--- src/rtl/control_pipe.sv ---
// control_pipe: RV32I main control decode (ID) feeding a registered ID/EX control bundle,
// with EX-stage branch/jump resolution, stall/flush handling and illegal-instruction tracking.
module control_pipe #(
    parameter int unsigned ALUCTRL_W = 4,
    parameter int unsigned CNT_W     = 8
) (
    input  logic                 clk,
    input  logic                 rst,
    input  logic [31:0]          instr,
    input  logic                 instr_valid,
    input  logic                 stall,
    input  logic                 flush,
    input  logic                 eq,
    input  logic                 lt,
    input  logic                 ltu,
    output logic                 RegWriteE,
    output logic [ALUCTRL_W-1:0] ALUctrlE,
    output logic                 ALUsrcE,
    output logic [2:0]           ImmSrcD,
    output logic [1:0]           ResultsrcE,
    output logic                 MemwriteE,
    output logic                 validE,
    output logic                 PCsrc,
    output logic                 JalrE,
    output logic                 BranchFlush,
    output logic                 illegal,
    output logic [CNT_W-1:0]     illegal_cnt
);

    typedef enum logic [3:0] {
        ALU_ADD  = 4'h0,
        ALU_SUB  = 4'h1,
        ALU_AND  = 4'h2,
        ALU_OR   = 4'h3,
        ALU_XOR  = 4'h4,
        ALU_SLT  = 4'h5,
        ALU_SLTU = 4'h6,
        ALU_SLL  = 4'h7,
        ALU_SRL  = 4'h8,
        ALU_SRA  = 4'h9,
        ALU_PASS = 4'hA
    } alu_op_e;

    typedef enum logic [2:0] {
        IMM_I = 3'b000,
        IMM_S = 3'b001,
        IMM_B = 3'b010,
        IMM_U = 3'b011,
        IMM_J = 3'b100
    } imm_e;

    typedef struct packed {
        logic       valid;
        logic       reg_write;
        logic [3:0] alu;
        logic       alu_src;
        logic [1:0] result_src;
        logic       mem_write;
        logic       branch;
        logic [2:0] funct3;
        logic       jump;
        logic       jalr;
    } ctrl_t;

    localparam logic [6:0] OP_LOAD   = 7'b0000011;
    localparam logic [6:0] OP_STORE  = 7'b0100011;
    localparam logic [6:0] OP_R      = 7'b0110011;
    localparam logic [6:0] OP_I      = 7'b0010011;
    localparam logic [6:0] OP_BRANCH = 7'b1100011;
    localparam logic [6:0] OP_JAL    = 7'b1101111;
    localparam logic [6:0] OP_JALR   = 7'b1100111;
    localparam logic [6:0] OP_LUI    = 7'b0110111;

    logic [6:0]       opcode;
    logic [2:0]       funct3;
    logic [6:0]       funct7;
    alu_op_e          arith_op;
    logic             arith_bad;
    imm_e             imm_src;
    ctrl_t            dec;
    logic             dec_bad;
    ctrl_t            ctrl_d, ctrl_q;
    logic             illegal_d, illegal_q;
    logic [CNT_W-1:0] cnt_d, cnt_q;
    logic             cond;
    logic             pc_src;
    logic             load;
    logic             unused_instr_bits;

    assign opcode            = instr[6:0];
    assign funct3            = instr[14:12];
    assign funct7            = instr[31:25];
    assign unused_instr_bits = ^{instr[24:15], instr[11:7]};

    // Shared R/I arithmetic decode; SUB only exists in R-type, shifts need an exact funct7.
    always_comb begin
        arith_op  = ALU_ADD;
        arith_bad = 1'b0;
        case (funct3)
            3'b000: arith_op = (opcode == OP_R && instr[30]) ? ALU_SUB : ALU_ADD;
            3'b001: begin
                arith_op  = ALU_SLL;
                arith_bad = (funct7 != 7'b0000000);
            end
            3'b010: arith_op = ALU_SLT;
            3'b011: arith_op = ALU_SLTU;
            3'b100: arith_op = ALU_XOR;
            3'b101: begin
                if (funct7 == 7'b0000000) begin
                    arith_op = ALU_SRL;
                end else if (funct7 == 7'b0100000) begin
                    arith_op = ALU_SRA;
                end else begin
                    arith_op  = ALU_SRL;
                    arith_bad = 1'b1;
                end
            end
            3'b110: arith_op = ALU_OR;
            default: arith_op = ALU_AND;
        endcase
    end

    always_comb begin
        dec        = '0;
        dec.valid  = 1'b1;
        dec.funct3 = funct3;
        dec_bad    = 1'b0;
        imm_src    = IMM_I;
        case (opcode)
            OP_LOAD: begin
                dec.reg_write  = 1'b1;
                dec.alu_src    = 1'b1;
                dec.result_src = 2'b01;
            end
            OP_STORE: begin
                dec.mem_write = 1'b1;
                dec.alu_src   = 1'b1;
                imm_src       = IMM_S;
            end
            OP_R: begin
                dec.reg_write = 1'b1;
                dec.alu       = arith_op;
                dec_bad       = arith_bad;
            end
            OP_I: begin
                dec.reg_write = 1'b1;
                dec.alu_src   = 1'b1;
                dec.alu       = arith_op;
                dec_bad       = arith_bad;
            end
            OP_BRANCH: begin
                dec.branch = 1'b1;
                dec.alu    = ALU_SUB;
                imm_src    = IMM_B;
            end
            OP_JAL: begin
                dec.reg_write  = 1'b1;
                dec.jump       = 1'b1;
                dec.result_src = 2'b10;
                imm_src        = IMM_J;
            end
            OP_JALR: begin
                dec.reg_write  = 1'b1;
                dec.alu_src    = 1'b1;
                dec.jump       = 1'b1;
                dec.jalr       = 1'b1;
                dec.result_src = 2'b10;
            end
            OP_LUI: begin
                dec.reg_write = 1'b1;
                dec.alu_src   = 1'b1;
                dec.alu       = ALU_PASS;
                imm_src       = IMM_U;
            end
            default: dec_bad = 1'b1;
        endcase
    end

    always_comb begin
        case (ctrl_q.funct3)
            3'b000:  cond = eq;
            3'b001:  cond = ~eq;
            3'b100:  cond = lt;
            3'b101:  cond = ~lt;
            3'b110:  cond = ltu;
            3'b111:  cond = ~ltu;
            default: cond = 1'b0;
        endcase
    end

    assign pc_src = ctrl_q.valid & (ctrl_q.jump | (ctrl_q.branch & cond));

    // A taken redirect kills the wrong-path ID instruction even while stalled.
    always_comb begin
        load      = ~(flush | pc_src) & ~stall;
        ctrl_d    = ctrl_q;
        illegal_d = illegal_q;
        cnt_d     = cnt_q;
        if (flush | pc_src) begin
            ctrl_d = '0;
        end else if (!stall) begin
            ctrl_d = (instr_valid && !dec_bad) ? dec : '0;
        end
        if (load && instr_valid && dec_bad) begin
            illegal_d = 1'b1;
            if (cnt_q != '1) begin
                cnt_d = cnt_q + CNT_W'(1);
            end
        end
    end

    always_ff @(posedge clk or posedge rst) begin
        if (rst) begin
            ctrl_q    <= '0;
            illegal_q <= 1'b0;
            cnt_q     <= '0;
        end else begin
            ctrl_q    <= ctrl_d;
            illegal_q <= illegal_d;
            cnt_q     <= cnt_d;
        end
    end

    assign RegWriteE   = ctrl_q.reg_write;
    assign ALUctrlE    = ALUCTRL_W'(ctrl_q.alu);
    assign ALUsrcE     = ctrl_q.alu_src;
    assign ImmSrcD     = imm_src;
    assign ResultsrcE  = ctrl_q.result_src;
    assign MemwriteE   = ctrl_q.mem_write;
    assign validE      = ctrl_q.valid;
    assign PCsrc       = pc_src;
    assign JalrE       = ctrl_q.jalr;
    assign BranchFlush = pc_src;
    assign illegal     = illegal_q;
    assign illegal_cnt = cnt_q;

endmodule

--- config.mk ---
export PLATFORM = sky130hd
export DESIGN_NAME = control_pipe
export DESIGN_NICKNAME = d
export VERILOG_FILES = /design/src/rtl/control_pipe.sv
export SDC_FILE = /design/constraint.sdc
export NUM_CORES = 1
export LEC_CHECK = 0
export ABC_AREA = 1
export BUFFER_PORTS_ARGS = -buffer_cell sky130_fd_sc_hd__buf_2
export CAP_MARGIN = 20
export CORE_MARGIN = 5
export CORE_UTILIZATION = 50
export CTS_BUF_LIST = sky130_fd_sc_hd__clkbuf_2 sky130_fd_sc_hd__clkbuf_4 sky130_fd_sc_hd__clkbuf_8
export CTS_CLUSTER_DIAMETER = 50
export DETAILED_ROUTE_END_ITERATION = 8
export PLACE_DENSITY = 0.85
export SYNTH_ARGS = -nofsm -noshare
export SYNTH_HDL_FRONTEND = slang
export SYNTH_SLANG_ARGS = --single-unit
--- constraint.sdc ---
create_clock -name clk -period 3 [get_ports clk]
set_clock_uncertainty 0.1 [all_clocks]
set_input_delay 0.6 -clock clk [delete_from_list [all_inputs] [get_ports clk]]
set_output_delay 0.6 -clock clk [all_outputs]
set_load 0.05 [all_outputs]
==> impl_summary.md <==
Outcome
The flow ran to the end, and the final reports show no timing, DRC or antenna violations.

Clock network
In this run, post-CTS hold repair placed 0 buffers. In this run the number of H-tree levels came out at 1. The number of clock buffers added by TritonCTS is 3. Once the clock tree was built, the setup fixing pass inserted 0 buffers.

The count of cells resized by post-cts repair is 0. The later pin in the worst-skew pair is clocked with a latency of 320 ps. The CTS tree is built. After clock tree synthesis, the clock-pin slew on the worst setup and hold paths is 140 ps.

Clock tree synthesis selected as its root buffer the cell sky130_fd_sc_hd__clkbuf_4. The clock passes through at most 2 buffers. The count of clock tree sinks is 24.

Global route
The global-route congestion overflow total is 0. The via count of the first global-routing pass was 1439. The initial antenna violation count is 0. The global-route wire length before repair is 5890 um. Entering global routing, the biggest net connects 25 pins. In the global route stage, overall resource usage came out at 0.165.

Timing
The top achievable clock speed is 439 MHz. Setup repair after global routing left no endpoint under its margin. The worst path in the final design needs a cycle of 2280 ps, including I/O delays and setup. The count of endpoints failing hold in the final timing report was 0.

Of the available clock period, the critical path in the final layout requires 0.760. The number of max-slew violations in the final report was 0. The slew at the pin closest to its max-slew limit is 918 ps. The worst slew slack as a fraction of its limit is 0.387.

For the final routed database, the setup TNS stands at 0 ps. The final setup violation count is 0.

Power
The power density over the cells is 435 nW/um^2. In this run the static leakage power is 1.14 nW. VDD sags by at most 0.199 mV.

Detailed routing
The iteration count of the initial detailed-routing pass is 7. The DRC violation total after the first TritonRoute iteration is 88. The final layout contains routed wiring with a total length of 3530 um.

Using the TritonRoute via totals, the vias-per-cell ratio works out to 4.93. The DRC violations left is 0. The routed via count is 1528.

The per-cell routed wire length is 11.4 um. The count of nets left with antenna violations once routing finished came out at 0.

Final layout
After the last flow step, the layout net total stands at 308. After routing the design area is 1940 sq um. The multi-input combinational cell area is 860 sq um. The area taken by flip-flops and latches is 601 sq um.

The synthesis-to-finish area growth is 17.0%. The final antenna diode count is 0. In the final layout, the share of cells above drive strength 1 is 0.357. Counting the fill cells in the layout gives 300.

Logic synthesis
The gate count of the mapped netlist is 222. The register bit total from synthesis is 24. The post-synthesis cell type count is 30.

The post-synthesis instance area is 1660 sq um. The proportion of synthesized chip area in sequential cells is 0.363. A synthesized cell averages 7.46 sq um.

The total nets after synthesis is 263. During synthesis, Yosys emitted a total of 0 warnings.

Floorplanning
The placement row count is 20. The die height is 67.5 um. After floorplanning, the core was sized to cover 3100 sq um. The effective utilization at floorplan is 0.533. The die covers 4560 sq um.

65 I/O pins were placed. The die is 67.5 um wide.

Place
The congestion estimate from routability-driven global placement came to 0.953. The wire-length estimate of the detail-placed layout is 2860 um. The number of I/O port buffers is 49. The cell area after placement is 1880 sq um.

Setup path
The data arrival time of the critical path is 1580 ps. The endpoint required time on the critical path is 2300 ps. The critical path capture point type is a primary output. The kind of start point of the critical path is a flip-flop. The start-to-end type of the worst setup path is reg -> out. Of all nets on the critical path, the largest fanout is 5.

Run
The number of max-cap violations is 0.

Min path
The worst hold path belongs to the class in -> async.
-- cell type report --
| cell class | count | share of cell area |
|---|---|---|
| timing repair buffer | 49 | 0.127 |
| clock buffer | 3 | 0.0116 |
| clock inverter | 1 | 0.0155 |
| inverter | 33 | 0.0640 |
| tap | 44 | 0.0284 |
| sequential | 24 | 0.310 |
| multi-input combinational | 156 | 0.444 |
-- worst max-delay path, stage by stage (launching register included) --
cell                      delay [ps]
sky130_fd_sc_hd__dfrtp_1         450
sky130_fd_sc_hd__inv_2            70
sky130_fd_sc_hd__nand2_1          40
sky130_fd_sc_hd__nand3_1          60
sky130_fd_sc_hd__nand3_1          70
sky130_fd_sc_hd__nand2_1          50
sky130_fd_sc_hd__nand2_1          40
sky130_fd_sc_hd__nand2_1          80
sky130_fd_sc_hd__nand2_2          80
sky130_fd_sc_hd__inv_1            70
sky130_fd_sc_hd__buf_2           250
-- cell families after synthesis --
family,Yosys count,synth area share
simple gates,130,0.393
buf+inv,42,0.118
flops,24,0.363
compound gates,19,0.0869
xor+xnor,6,0.0318
fa+ha+maj,1,0.00756
-- power by group --
| group | internal [mW] | switching (mW) | leakage [nW] |
|---|---|---|---|
| Clock | 0.135 | 0.0974 | 0.0279 |
| Combinational | 0.0662 | 0.168 | 0.787 |
| Sequential | 0.346 | 0.0299 | 0.326 |
-- synth_stat cells (all sizes together) --
| master | instances | area share |
|---|---|---|
| nand4 | 6 | 0.030 |
| ha | 1 | 0.0076 |
| nor4 | 1 | 0.0038 |
| nor3 | 4 | 0.015 |
| nand3 | 23 | 0.083 |
| inv | 33 | 0.075 |
| a21boi | 1 | 0.0045 |
| o21ai | 14 | 0.063 |
| nand2 | 72 | 0.18 |
| a21oi | 3 | 0.016 |
| buf | 9 | 0.043 |
| a31oi | 1 | 0.0038 |
| nor2 | 22 | 0.073 |
| dfrtp | 24 | 0.36 |
| xnor2 | 3 | 0.016 |
| xor2 | 3 | 0.016 |
| or2 | 2 | 0.0076 |
-- state kept, by name, summed over array words and instances (netlist names) --
register / cells
ALUctrlE: 4
ALUsrcE: 1
JalrE: 1
MemwriteE: 1
RegWriteE: 1
ResultsrcE: 2
ctrl_q: 4
illegal: 1
illegal_cnt: 8
validE: 1
-- worst paths after layout --
| check | slack (ps) | cells past startpoint | to | start |
|---|---|---|---|---|
| max reg2reg | 1150 | 10 | ALUctrlE[1] | ctrl_q[2] |
| max in group asynchronous | 1870 | 2 | ctrl_q[3] | rst |
| min | 360 | 2 | ResultsrcE[0] | rst |
| min reg2reg | 390 | 1 | illegal | illegal |
| max | 720 | 10 | PCsrc | ctrl_q[4] |
| min in group clk | 390 | 1 | illegal | illegal |
-- per-layer routing --
layer,track usage,part of all wire,up-vias
met2,0.284,0.48,37
met4,0.0658,0.016,0
met1,0.213,0.45,697
met5,0,0,-
li1,-,-,788
met3,0.0133,0.048,6
-- cells in the final DEF, fill, tap and decap left out, drive strengths merged, types with 4 or more instances in the layout --
master / instances
inv: 33
buf: 49
dfrtp: 24
nor2: 22
nand4: 6
nor3: 4
o21ai: 14
nand3: 23
nand2: 72
-- stage by stage --
step / setup WS [ps] / util / cells / total power [mW] / hold WS, ps
floorplan: 619 / - / 222 / 0.551 / 354
global placement: 790 / 0.607 / 306 / 0.610 / 350
detailed placement: 776 / 0.607 / 306 / 0.618 / 363
CTS: 687 / 0.624 / 310 / 0.848 / 385
global route: 547 / 0.624 / 310 / 0.886 / 416
finish: 721 / 0.624 / 310 / 0.842 / 355
Power figures use the tool's default switching activity.
